**config.mk**
```make
export PLATFORM = sky130hd
export DESIGN_NAME = ex_issue_ctrl_flat
export DESIGN_NICKNAME = d
export VERILOG_FILES = /design/src/rtl/ex_pkg.sv /design/src/rtl/ex_issue_ctrl_if.sv /design/src/rtl/ex_issue_ctrl_fwd.sv /design/src/rtl/ex_issue_ctrl.sv /design/src/flat_wrapper.sv
export SDC_FILE = /design/constraint.sdc
export NUM_CORES = 1
export LEC_CHECK = 0
export CELL_PAD_IN_SITES_DETAIL_PLACEMENT = 0
export CELL_PAD_IN_SITES_GLOBAL_PLACEMENT = 1
export CORE_MARGIN = 4
export CORE_UTILIZATION = 30
export CTS_CLUSTER_SIZE = 16
export DETAILED_ROUTE_END_ITERATION = 8
export MAX_ROUTING_LAYER = met4
export PLACE_DENSITY_LB_ADDON = 0.1
export REMOVE_ABC_BUFFERS = 1
export SLEW_MARGIN = 15
export SYNTH_ARGS = -nofsm -noshare
export SYNTH_HDL_FRONTEND = slang
export SYNTH_SLANG_ARGS = --single-unit
```
**constraint.sdc**
```tcl
create_clock -name clk -period 2.1 [get_ports clk]
set_clock_uncertainty 0.1 [all_clocks]
set_input_delay 0.42 -clock clk [delete_from_list [all_inputs] [get_ports clk]]
set_output_delay 0.42 -clock clk [all_outputs]
set_load 0.005 [all_outputs]
```
**src/rtl/ex_pkg.sv**
```systemverilog
// Shared opcodes, FSM state encoding and forwarding-select constants
// for the execution-stage issue controller.
package ex_pkg;

    localparam logic [4:0] OP_MUL = 5'h0C;
    localparam logic [4:0] OP_DIV = 5'h0D;
    localparam logic [4:0] OP_LD  = 5'h10;

    typedef enum logic [1:0] {
        IDLE   = 2'd0,
        EXEC   = 2'd1,
        MULTI  = 2'd2,
        BUBBLE = 2'd3
    } ex_state_t;

    localparam logic [1:0] FWD_RF  = 2'b00;
    localparam logic [1:0] FWD_EX  = 2'b01;
    localparam logic [1:0] FWD_MEM = 2'b10;

    function automatic logic is_multi(input logic [4:0] op);
        return (op == OP_MUL) || (op == OP_DIV);
    endfunction

endpackage

```
**src/rtl/ex_issue_ctrl_if.sv**
```systemverilog
// Decode-to-issue handshake: decode is the master, the issue controller the slave.
interface ex_issue_ctrl_if #(
    parameter int OP_W = 5,
    parameter int RA_W = 3
);
    logic            dec_valid;
    logic            dec_ready;
    logic [OP_W-1:0] dec_op;
    logic [RA_W-1:0] dec_rs_a;
    logic [RA_W-1:0] dec_rs_b;
    logic [RA_W-1:0] dec_rd;
    logic            dec_wr;

    modport master (
        output dec_valid, dec_op, dec_rs_a, dec_rs_b, dec_rd, dec_wr,
        input  dec_ready
    );

    modport slave (
        input  dec_valid, dec_op, dec_rs_a, dec_rs_b, dec_rd, dec_wr,
        output dec_ready
    );
endinterface

```
**src/rtl/ex_issue_ctrl_fwd.sv**
```systemverilog
// Operand-forwarding comparator: picks register file, EX result or MEM data
// for one source operand.
module fwd_unit
    import ex_pkg::*;
#(
    parameter int RA_W = 3
) (
    input  logic            valid,
    input  logic [RA_W-1:0] rs,
    input  logic [RA_W-1:0] ex_rd,
    input  logic            ex_wr,
    input  logic            ex_ld,
    input  logic [RA_W-1:0] wb_rd,
    input  logic            wb_wr,
    output logic [1:0]      sel
);
    // A load in EX has no result yet, so it never forwards from EX
    always_comb begin
        sel = FWD_RF;
        if (valid && (rs != '0)) begin
            if (ex_wr && !ex_ld && (ex_rd == rs))
                sel = FWD_EX;
            else if (wb_wr && (wb_rd == rs))
                sel = FWD_MEM;
        end
    end
endmodule

```
**src/rtl/ex_issue_ctrl.sv**
```systemverilog
// Issue/sequencing controller between decode and the 8-bit execution block:
// multi-cycle hold, load-use bubble and forwarding selects.
module ex_issue_ctrl
    import ex_pkg::*;
#(
    parameter int OP_W      = 5,
    parameter int RA_W      = 3,
    parameter int MULTI_LAT = 4
) (
    input  logic            clk,
    input  logic            reset,
    ex_issue_ctrl_if.slave  dec,
    output logic [OP_W-1:0] op_ex,
    output logic            ex_en,
    output logic            ex_busy,
    output logic [1:0]      fwd_a,
    output logic [1:0]      fwd_b,
    output logic [RA_W-1:0] wb_rd,
    output logic            wb_wr
);
    localparam logic [3:0] CNT_INIT = 4'(MULTI_LAT - 1);

    ex_state_t       state;
    logic [3:0]      cnt;
    logic [RA_W-1:0] ex_rd;
    logic            ex_wr;
    logic            ex_ld;
    logic            stall;
    logic            hazard;
    logic            accept;

    // op_ex doubles as the EX-slot opcode; an empty slot reads as NOP
    assign ex_ld  = (op_ex == OP_LD);
    assign stall  = (state == MULTI) && (cnt != '0);
    assign hazard = ex_ld && ex_wr && (ex_rd != '0) && dec.dec_valid &&
                    ((dec.dec_rs_a == ex_rd) || (dec.dec_rs_b == ex_rd));
    assign dec.dec_ready = !reset && !stall && !hazard;
    assign accept = dec.dec_valid && dec.dec_ready;

    always_ff @(posedge clk or posedge reset) begin
        if (reset) begin
            state   <= IDLE;
            cnt     <= '0;
            op_ex   <= '0;
            ex_rd   <= '0;
            ex_wr   <= 1'b0;
            ex_en   <= 1'b0;
            ex_busy <= 1'b0;
            wb_rd   <= '0;
            wb_wr   <= 1'b0;
        end else begin
            if (ex_en) begin
                wb_rd <= ex_rd;
                wb_wr <= ex_wr;
            end else begin
                wb_wr <= 1'b0;
            end

            if (stall) begin
                cnt   <= cnt - 4'd1;
                ex_en <= (cnt == 4'd1);
            end else if (accept) begin
                op_ex <= dec.dec_op;
                ex_rd <= dec.dec_rd;
                ex_wr <= dec.dec_wr;
                if (is_multi(dec.dec_op)) begin
                    state   <= MULTI;
                    cnt     <= CNT_INIT;
                    ex_en   <= 1'b0;
                    ex_busy <= 1'b1;
                end else begin
                    state   <= EXEC;
                    cnt     <= '0;
                    ex_en   <= 1'b1;
                    ex_busy <= 1'b0;
                end
            end else begin
                state   <= hazard ? BUBBLE : IDLE;
                cnt     <= '0;
                op_ex   <= '0;
                ex_rd   <= '0;
                ex_wr   <= 1'b0;
                ex_en   <= 1'b0;
                ex_busy <= 1'b0;
            end
        end
    end

    fwd_unit #(.RA_W(RA_W)) u_fwd_a (
        .valid (dec.dec_valid),
        .rs    (dec.dec_rs_a),
        .ex_rd (ex_rd),
        .ex_wr (ex_wr),
        .ex_ld (ex_ld),
        .wb_rd (wb_rd),
        .wb_wr (wb_wr),
        .sel   (fwd_a)
    );

    fwd_unit #(.RA_W(RA_W)) u_fwd_b (
        .valid (dec.dec_valid),
        .rs    (dec.dec_rs_b),
        .ex_rd (ex_rd),
        .ex_wr (ex_wr),
        .ex_ld (ex_ld),
        .wb_rd (wb_rd),
        .wb_wr (wb_wr),
        .sel   (fwd_b)
    );
endmodule
```
**src/flat_wrapper.sv**
```systemverilog
// flat-port wrapper written by rule: the top's interface ports become plain ports
module ex_issue_ctrl_flat import ex_pkg::*;
#(
    parameter int OP_W      = 5,
    parameter int RA_W      = 3,
    parameter int MULTI_LAT = 4
)
  (clk, reset, op_ex, ex_en, ex_busy, fwd_a, fwd_b, wb_rd, wb_wr, dec_dec_valid, dec_dec_op, dec_dec_rs_a, dec_dec_rs_b, dec_dec_rd, dec_dec_wr, dec_dec_ready);
  ex_issue_ctrl_if #(.OP_W(OP_W), .RA_W(RA_W)) dec_i ();
  input  logic clk;
  input  logic reset;
  output logic [OP_W-1:0] op_ex;
  output logic ex_en;
  output logic ex_busy;
  output logic [1:0] fwd_a;
  output logic [1:0] fwd_b;
  output logic [RA_W-1:0] wb_rd;
  output logic wb_wr;
  input wire logic [$bits(dec_i.dec_valid)-1:0] dec_dec_valid;
  input wire logic [$bits(dec_i.dec_op)-1:0] dec_dec_op;
  input wire logic [$bits(dec_i.dec_rs_a)-1:0] dec_dec_rs_a;
  input wire logic [$bits(dec_i.dec_rs_b)-1:0] dec_dec_rs_b;
  input wire logic [$bits(dec_i.dec_rd)-1:0] dec_dec_rd;
  input wire logic [$bits(dec_i.dec_wr)-1:0] dec_dec_wr;
  output wire logic [$bits(dec_i.dec_ready)-1:0] dec_dec_ready;
  assign dec_i.dec_valid = dec_dec_valid;
  assign dec_i.dec_op = dec_dec_op;
  assign dec_i.dec_rs_a = dec_dec_rs_a;
  assign dec_i.dec_rs_b = dec_dec_rs_b;
  assign dec_i.dec_rd = dec_dec_rd;
  assign dec_i.dec_wr = dec_dec_wr;
  assign dec_dec_ready = dec_i.dec_ready;
  ex_issue_ctrl #(.OP_W(OP_W), .RA_W(RA_W), .MULTI_LAT(MULTI_LAT)) u_core (.clk(clk), .reset(reset), .dec(dec_i), .op_ex(op_ex), .ex_en(ex_en), .ex_busy(ex_busy), .fwd_a(fwd_a), .fwd_b(fwd_b), .wb_rd(wb_rd), .wb_wr(wb_wr));
endmodule
```
==> metrics.csv, run 1 <==
metric;value;unit
Synth Area in Compound Gates;11.6;%
H-tree depth;1;
total power;0.903;mW
DRC errors left;0;
simple-gate portion of the synthesized area;20.9;%
final worst path period need;2.31;ns
initial core utilization;32.4;%
Hold Fails Final Rpt;0;
GP Congestion;0.761;
Crit path largest cell delay;0.44;ns
io pins;34;
FF-to-FF setup slack;0.18;ns
Final WS setup;-0.212;ns
Hold-fix buffers, CTS;0;
CP Launch Type;flip-flop;
syn avg cell area;9.77;µm²
die extent in y;69.2;µm
WL final;3300;µm
vias in the first global route;1204;
adder-cell area share of the yosys netlist;3.34;%
Req. time, crit path;1.58;ns
Non-Filler Instances;231;
worst path cell trace;buf_6 -> xnor2_2 -> nand3_2 -> or3b_1 -> and4_1 -> buf_2;
Avg WL per Cell;14.3;µm
post-synth top area share;46.8;%
commonest non-fill, non-tap cells in the layout;29 x buf_4, 21 x nand2_1, 21 x clkdlybuf4s50_1;
post-synthesis cell area;1120;µm²
largest fanout on the critical path;2;
largest area contributor in the netlist;dfrtp_1;
IO Port Bufs;33;
CP endpoint kind;primary output;
slew margin rel.;78.6;%
GR Overflow Total;0;
RSZ-0062 raised after global routing;true;
register area share after synthesis;46.8;%
via count;1050;
failing checks;negative setup slack;
Tot GR Track Use;15.1;%
period utilisation layout;110;%
Synth-to-Final Area Change;70.6;%
Synth Warn #;0;
CTS root buf;clkbuf_8;
Max-Cap Viols;0;
DRT iter0 DRCs;48;
clock latency on the worst-skew pair;0.26;ns
XOR/XNOR share of the synthesized area;10.9;%
initial antenna violation count;0;
DRT Pass-1 Iters;3;
FF+latch count, synth;21;
CTS Sinks;21;
layout cell share with drive strength beyond 1;36.2;%
CTS tree;yes;
largest family of logic cells by synthesized area;simple AND/OR/NAND/NOR gates;
Synth area leaders;dfrtp_1 47%, xnor2_1 7.8%, nand2_1 7.0%, o21ai_1 4.5%, ha_1 3.3%;
maximum vdd drop;0.282;mV
Max clock buf depth;2;
synth unique cells;28;
die span in x;69.2;µm
Pwr Density;471;nW/µm²
Setup violations, final;5;
placed wire-length estimate;2350;µm
CP max-delay cell;dfrtp_2;
most common cell after layout, fill and taps aside;buf_4;
worst path arrival time;1.79;ns
TNS Setup;-0.753;ns
total CTS buffers;3;
post-synthesis instance total;115;
Reg clk slew, reported paths;0.08;ns
die area;4790;µm²
worst path buffer plus inverter count;2;
final-report max-slew violation count;0;
HP Class;reg -> reg;
Layout Nets;207;
largest net degree at the start of global routing;17;
fmax;0.433;GHz
Post-Place Cells;217;
Vias/cell;4.55;
post-route antenna net violation count;0;
fill cell count;342;
number of antenna diodes;0;
type of the worst setup path;reg -> out;
status;finished with violations;
num rows;21;
first-pass GRT wire length;5760;µm
Worst Tran Pin Value;0.321;ns
LEAKAGE;0.870;nW
core area;3470;µm²
CP top delay family;simple AND/OR/NAND/NOR gates;
post-synthesis mux area share;3.01;%
## through the flow
stage          instance area [µm²]  hold slack, ns  setup slack (ns)  util [%]
2_1_floorplan                 1100           0.297             0.131         -
3_3_place_gp                  1680           0.373            -0.600      48.5
3_5_place_dp                  1680           0.382            -0.605      48.5
4_1_cts                       1870           0.404            -0.192      53.9
5_1_grt                       1920           0.425            -0.309      55.3
6_report                      1920           0.400            -0.212      55.3
## logic make-up (layout without fill, tap and decap cells)
group                    after synthesis  count (layout)
buffers and inverters                  7              77
multiplexers                           3               3
adder cells (fa/ha/maj)                3               3
flip-flops                            21              21
AND/OR/NAND/NOR                       48              48
AO/OA/AOI/OAI                         19              19
XOR/XNOR                              14              14
## path summary, 6_finish.rpt
kind	depth (start not counted)	to	from
max reg2reg	6	u_core.state[1]	u_core.cnt[1]
min in group asynchronous	3	u_core.ex_busy	reset
max in group asynchronous	4	u_core.ex_rd[1]	reset
min reg2reg	2	u_core.ex_busy	u_core.ex_busy
max	6	fwd_a[1]	u_core.ex_rd[2]
min	2	u_core.ex_busy	u_core.ex_busy
## power breakdown
group / leakage (nW) / internal [mW] / switching, mW
sequential: 0.280 / 0.420 / 0.0174
combinational: 0.564 / 0.124 / 0.0766
clock: 0.0255 / 0.132 / 0.133
total: 0.870 / 0.676 / 0.227
## worst register-to-register path, cell delays in order (launching register included)
cell and delay [ns]:
dfrtp_1 0.39, inv_1 0.08, ha_1 0.13, or3b_4 0.37, and2_1 0.19, buf_4 0.18
or3_1 0.37
## routing by layer
metal	routed length, µm	GRT usage [%]	vias to the layer above
li1	-	-	532
met1	1430	18.8	492
met2	1710	24.2	24
met3	133	3.19	2
met4	14	5.21	0
met5	0	-	-
## state kept, by name (all words and copies together) (netlist names)
signal and flops:
u_core.cnt 4, u_core.ex_busy 1, u_core.ex_en 1, u_core.ex_rd 3, u_core.ex_wr 1, u_core.op_ex 5
u_core.state 2, u_core.wb_rd 3, u_core.wb_wr 1
## repair_timing
action                     4_1_cts  5_1_grt
gates resized for setup         41        9
setup buffers                   12        0
pin swaps                       17        7
setup endpoints to repair        5        5
## area by class of cell
class                   instances  area (µm²)  share of cell area [%]
multi-input cells              87         658                    34.3
repair buffers                 69         611                    31.9
flip-flops and latches         21         529                    27.6
well taps                      46        57.6                    3.00
clock buffers                   3        41.3                    2.15
inverters                       4        15.0                   0.783
clock inverters                 1        5.00                   0.261
## cell usage after synthesis
| cell | number |
|---|---|
| dfrtp_1 | 21 |
| nand2_1 | 21 |
| o21ai_1 | 10 |
| xnor2_1 | 10 |
| nor2_1 | 7 |
| inv_1 | 4 |
| nand3_1 | 4 |
| nor3_1 | 4 |
| xor2_1 | 4 |
| ha_1 | 3 |
| mux2_2 | 3 |
| o22ai_1 | 3 |
| and2_1 | 2 |
| and4_1 | 2 |
| nand2b_1 | 2 |
| o31ai_1 | 2 |
| or3b_1 | 2 |
| a211oi_4 | 1 |
| a21oi_2 | 1 |
| a22o_1 | 1 |
| buf_2 | 1 |
| buf_4 | 1 |
| buf_6 | 1 |
| nor2b_1 | 1 |
| nor4_1 | 1 |
| o311ai_1 | 1 |
| or3_1 | 1 |
| or3b_4 | 1 |
Note: power is estimated with default switching activity, not from simulation.
==> inputs of run 2 (changes only) <==
Settings changed: PLACE_DENSITY set to 0.72, PLACE_DENSITY_LB_ADDON 0.1 to unset.
==> run 2 against run 1 <==
The flow still finishes with violations (negative setup slack). Highest routed layer unchanged. Utilization fell by 2.5 points. Sequential power is essentially flat. Count of clock-buffer cells in the layout grew 1. Flip-flop and latch count unchanged. Critical path type unchanged. Via count up 0.86%. Routed wire length is 7.1% lower. Register-to-register slack worse by 0.05 ns. Sequential share of layout area is 1.3 points higher. Cell area shrank 4.6%. Largest cell class unchanged. Die area stayed put.
==> metrics.csv, run 2 (same netlist as run 1, synthesis figures left out) <==
metric;value;unit
num rows;21;
switch share;24.5;%
GP Congestion;0.817;
net switching power;0.216;mW
max reg flops;5;
status;finished with violations;
DRT Pass-1 Iters;4;
Avg WL per Cell;13.4;µm
largest registers;u_core.op_ex x5, u_core.cnt x4;
crit path to;fwd_a[1];
IO Port Bufs;33;
TNS Setup;-0.371;ns
Final WS setup;-0.132;ns
layout cell share with drive strength beyond 1;33.3;%
final-report max-slew violation count;0;
total CTS buffers;3;
number of antenna diodes;0;
CTS root buf;clkbuf_8;
Synth-to-Final Area Change;62.8;%
initial antenna violation count;0;
Int Pwr;0.663;mW
final hold slack;0.405;ns
die extent in y;69.2;µm
post-route antenna net violation count;0;
GR Overflow Total;0;
clock share of power;30.5;%
Pwr Density;480;nW/µm²
Top reg by flops;u_core.op_ex;
Layout Nets;205;
FF-to-FF setup slack;0.13;ns
placed wire-length estimate;2210;µm
die area;4790;µm²
Place WS;-0.607;ns
first-pass GRT wire length;5330;µm
CTS Sinks;21;
Vias/cell;4.62;
Setup violations, final;4;
failing checks;negative setup slack;
CP Launch Point;u_core.ex_rd[2];
io pins;34;
Hold Fails Final Rpt;0;
Non-Filler Instances;229;
CP Launch Type;flip-flop;
commonest non-fill, non-tap cells in the layout;31 x buf_4, 21 x nand2_1, 21 x clkdlybuf4s50_1;
Req. time, crit path;1.58;ns
vias in the first global route;1189;
Max clock buf depth;2;
Hold-fix buffers, CTS;0;
maximum vdd drop;0.262;mV
Worst Tran Pin Value;0.405;ns
H-tree depth;1;
largest net degree at the start of global routing;16;
Flop pwr share;49.8;%
worst path arrival time;1.71;ns
Tot GR Track Use;13.7;%
R2R depth;6;
via count;1059;
RSZ-0062 raised after global routing;true;
total power;0.878;mW
period utilisation layout;106;%
fmax;0.448;GHz
Reg clk slew, reported paths;0.08;ns
WL final;3060;µm
clock latency on the worst-skew pair;0.26;ns
logic gate share of total power;19.6;%
Max-Cap Viols;0;
core area;3470;µm²
most common cell after layout, fill and taps aside;buf_4;
RR Endpoint;u_core.state[1];
CTS tree;yes;
slew margin rel.;72.6;%
largest fanout on the critical path;3;
Post-Place Cells;215;
initial core utilization;32.4;%
final worst path period need;2.23;ns
CP endpoint kind;primary output;
type of the worst setup path;reg -> out;
r2r startpoint;u_core.ex_rd[0];
HP Class;reg -> reg;
DRT iter0 DRCs;29;
die span in x;69.2;µm
LEAKAGE;0.835;nW
DRC errors left;0;
-- run 2: routing by layer --
layer | global-route usage, % | routed length (µm) | vias up
met2 | 23.8 | 1570 | 28
met3 | 2.46 | 129 | 3
met4 | 3.90 | 32 | 0
met1 | 16.2 | 1340 | 498
met5 | - | 0 | -
li1 | - | - | 530
-- run 2: power groups by stage --
stage | clock [mW] | combinational [mW] | sequential (mW)
2_1_floorplan | 0 | 0.0583 | 0.443
3_3_place_gp | 0 | 0.160 | 0.445
3_5_place_dp | 0 | 0.162 | 0.445
4_1_cts | 0.278 | 0.173 | 0.437
5_1_grt | 0.296 | 0.190 | 0.441
6_report | 0.268 | 0.173 | 0.438
-- run 2: how the worst min path moves through the flow --
stage,start,endpoint,slack (ns),cells past startpoint
5_1_grt,u_core.ex_wr,u_core.wb_wr,0.46,1
4_1_cts,u_core.ex_busy,u_core.ex_busy,0.41,2
6_report,u_core.ex_busy,u_core.ex_busy,0.41,2
3_3_place_gp,u_core.ex_busy,u_core.ex_busy,0.37,2
2_1_floorplan,reset,u_core.cnt[0],0.30,1
3_5_place_dp,u_core.ex_busy,u_core.ex_busy,0.39,2
-- run 2: worst max-delay path, stage by stage, from the launching register on --
cell and delay [ns]:
dfrtp_2 0.44, buf_6 0.13, xnor2_2 0.11, nand3_1 0.10, or3b_4 0.41, and4_1 0.15, buf_2 0.12
-- run 2: through the flow --
step	utilization (%)	area, µm²
floorplan	-	1100
global placement	48.4	1680
detailed placement	48.4	1680
CTS	51.7	1790
global route	52.7	1830
finish	52.7	1830
-- run 2: area by class of cell --
| class | count | area, µm² |
|---|---|---|
| Tap cell | 46 | 57.6 |
| Multi-Input combinational cell | 87 | 611 |
| Inverter | 4 | 15.0 |
| Timing Repair Buffer | 67 | 572 |
| Clock buffer | 4 | 45.0 |
| Fill cell | 357 | 1640 |
| Sequential cell | 21 | 529 |
-- run 2: repair_timing --
item | in CTS | in global routing
endpoints found under the setup margin | 5 | 5
setup buffers | 9 | 3
pin swaps | 16 | 8
resized for setup | 37 | 6
==> inputs of run 3 (changes only) <==
Settings changed: CORE_UTILIZATION 30 to 34, PLACE_DENSITY 0.72 to 0.8.
==> run 3 against run 2 <==
The flow still finishes with violations (negative setup slack). Register-to-register slack lost 0.04 ns. Routed wire length shrank 4.5%. Non-clock buffer count shrank 2. Clock power shrank 30%. Flip-flop and latch count is the same. Fmax grew 1.1%. Cell area shrank 3.9%. Utilization grew 3.9 points. Worst hold slack gained 0.0085 ns. Count of clock-buffer cells in the layout shrank 1. Global-route usage grew 2.1 points. Critical path depth shrank 1. Critical path type unchanged. Critical endpoint is now fwd_b[1]. Largest power group unchanged. Highest routed layer unchanged.
==> metrics.csv, run 3 (same netlist as run 1, synthesis figures left out) <==
metric;value;unit
status;finished with violations;
failing checks;negative setup slack;
register area;529;µm²
TNS Setup;-0.328;ns
worst path cell trace;xnor2_1 -> nand3_1 -> or3b_4 -> and4_1 -> buf_2;
final-report max-slew violation count;0;
final hold slack;0.414;ns
CP max-delay cell;dfrtp_2;
number of antenna diodes;0;
DRT Pass-1 Iters;3;
total power;0.792;mW
Synth-to-Final Area Change;56.5;%
largest registers;u_core.op_ex x5, u_core.cnt x4;
hold_sp;u_core.ex_busy;
worst path buffer plus inverter count;1;
Flop pwr share;55.3;%
DRC errors left;0;
Layout Nets;203;
commonest non-fill, non-tap cells in the layout;32 x buf_4, 22 x clkdlybuf4s50_1, 21 x nand2_1;
Tot GR Track Use;15.9;%
switch share;25.1;%
net switching power;0.199;mW
fmax;0.453;GHz
R2R depth;7;
Avg WL per Cell;13.0;µm
Vias/cell;4.72;
Hold Crit Depth;2;
RSZ-0062 raised after global routing;true;
via count;1061;
post-route antenna net violation count;0;
LEAKAGE;0.800;nW
WL final;2920;µm
footprint of the multi-input gates;593;µm²
first-pass GRT wire length;5180;µm
Worst Tran Pin Value;0.318;ns
RR Endpoint;u_core.state[1];
Req. time, crit path;1.58;ns
CP endpoint kind;primary output;
vias in the first global route;1158;
Max-Cap Viols;0;
clock latency on the worst-skew pair;0.30;ns
hold endpoint;u_core.ex_busy;
slew margin rel.;78.8;%
max reg flops;5;
IO Port Bufs;33;
GR Overflow Total;0;
Setup violations, final;5;
H-tree depth;1;
period utilisation layout;105;%
type of the worst setup path;reg -> out;
initial core utilization;36.2;%
die extent in y;65.5;µm
DRT iter0 DRCs;27;
die span in x;65.5;µm
Crit path largest cell delay;0.46;ns
FF-to-FF setup slack;0.09;ns
CP Launch Type;flip-flop;
Hold Fails Final Rpt;0;
clock share of power;23.8;%
core area;3100;µm²
Top reg by flops;u_core.op_ex;
CTS root buf;clkbuf_4;
HP Class;reg -> reg;
r2r startpoint;u_core.cnt[0];
Max clock buf depth;2;
worst path arrival time;1.69;ns
total CTS buffers;3;
logic gate share of total power;20.9;%
Hold-fix buffers, CTS;0;
maximum vdd drop;0.291;mV
layout cell share with drive strength beyond 1;32.6;%
num rows;20;
placed wire-length estimate;2210;µm
CP top delay family;simple AND/OR/NAND/NOR gates;
die area;4290;µm²
CTS tree;yes;
Pwr Density;451;nW/µm²
Reg clk slew, reported paths;0.12;ns
Final WS setup;-0.108;ns
most common cell after layout, fill and taps aside;buf_4;
io pins;34;
GP Congestion;0.803;
final worst path period need;2.21;ns
initial antenna violation count;0;
Place WS;-0.620;ns
CP Launch Point;u_core.ex_rd[1];
largest fanout on the critical path;4;
Int Pwr;0.593;mW
largest net degree at the start of global routing;16;
fill cell count;308;
CTS Sinks;21;
run 3: routing by layer:
| layer | global-route usage [%] | vias to the layer above | wire length [µm] |
|---|---|---|---|
| met1 | 18.0 | 501 | 1270 |
| met2 | 28.4 | 32 | 1500 |
| li1 | - | 524 | - |
| met5 | - | - | 0 |
| met3 | 2.91 | 4 | 128 |
| met4 | 4.66 | 0 | 29 |
run 3: worst max-delay path by stage:
| stage | depth (start not counted) | endpoint |
|---|---|---|
| 2_1_floorplan | 5 | dec_dec_ready |
| 3_3_place_gp | 6 | fwd_b[1] |
| 3_5_place_dp | 6 | fwd_b[1] |
| 4_1_cts | 6 | dec_dec_ready |
| 5_1_grt | 5 | fwd_b[1] |
| 6_report | 5 | fwd_b[1] |
run 3: power by group through the flow:
stage / registers (mW) / logic (mW) / clock network, mW
global placement: 0.445 / 0.158 / 0
finish: 0.438 / 0.166 / 0.188
floorplan: 0.443 / 0.0583 / 0
CTS: 0.438 / 0.168 / 0.196
detailed placement: 0.446 / 0.162 / 0
global route: 0.441 / 0.182 / 0.211
run 3: worst register-to-register path, cell delays in order, from the launching register on:
cell and delay, ns:
dfrtp_1 0.41, inv_2 0.06, ha_1 0.13, or3b_4 0.37
and2_4 0.17, buf_4 0.12, buf_4 0.17, or3_1 0.37
run 3: cell type report:
class                      count  share of cell area [%]
sequential                    21                    30.1
inverter                       4                   0.854
tap                           44                    3.13
clock inverter                 1                   0.285
clock buffer                   3                    1.28
multi-input combinational     87                    33.7
timing repair buffer          65                    30.6
run 3: metrics by stage:
| stage | cells | util (%) | area (µm²) |
|---|---|---|---|
| after global placement | 215 | 54.2 | 1680 |
| after detailed placement | 215 | 54.2 | 1680 |
| final | 225 | 56.7 | 1760 |
| after floorplan | 112 | - | 1100 |
| after global routing | 225 | 56.7 | 1760 |
| after CTS | 225 | 56.3 | 1750 |
run 3: what timing repair did:
action                     CTS  global route
setup endpoints to repair    5             5
buffers inserted             7             2
pin swaps                   15            13
gates resized for setup     35             3
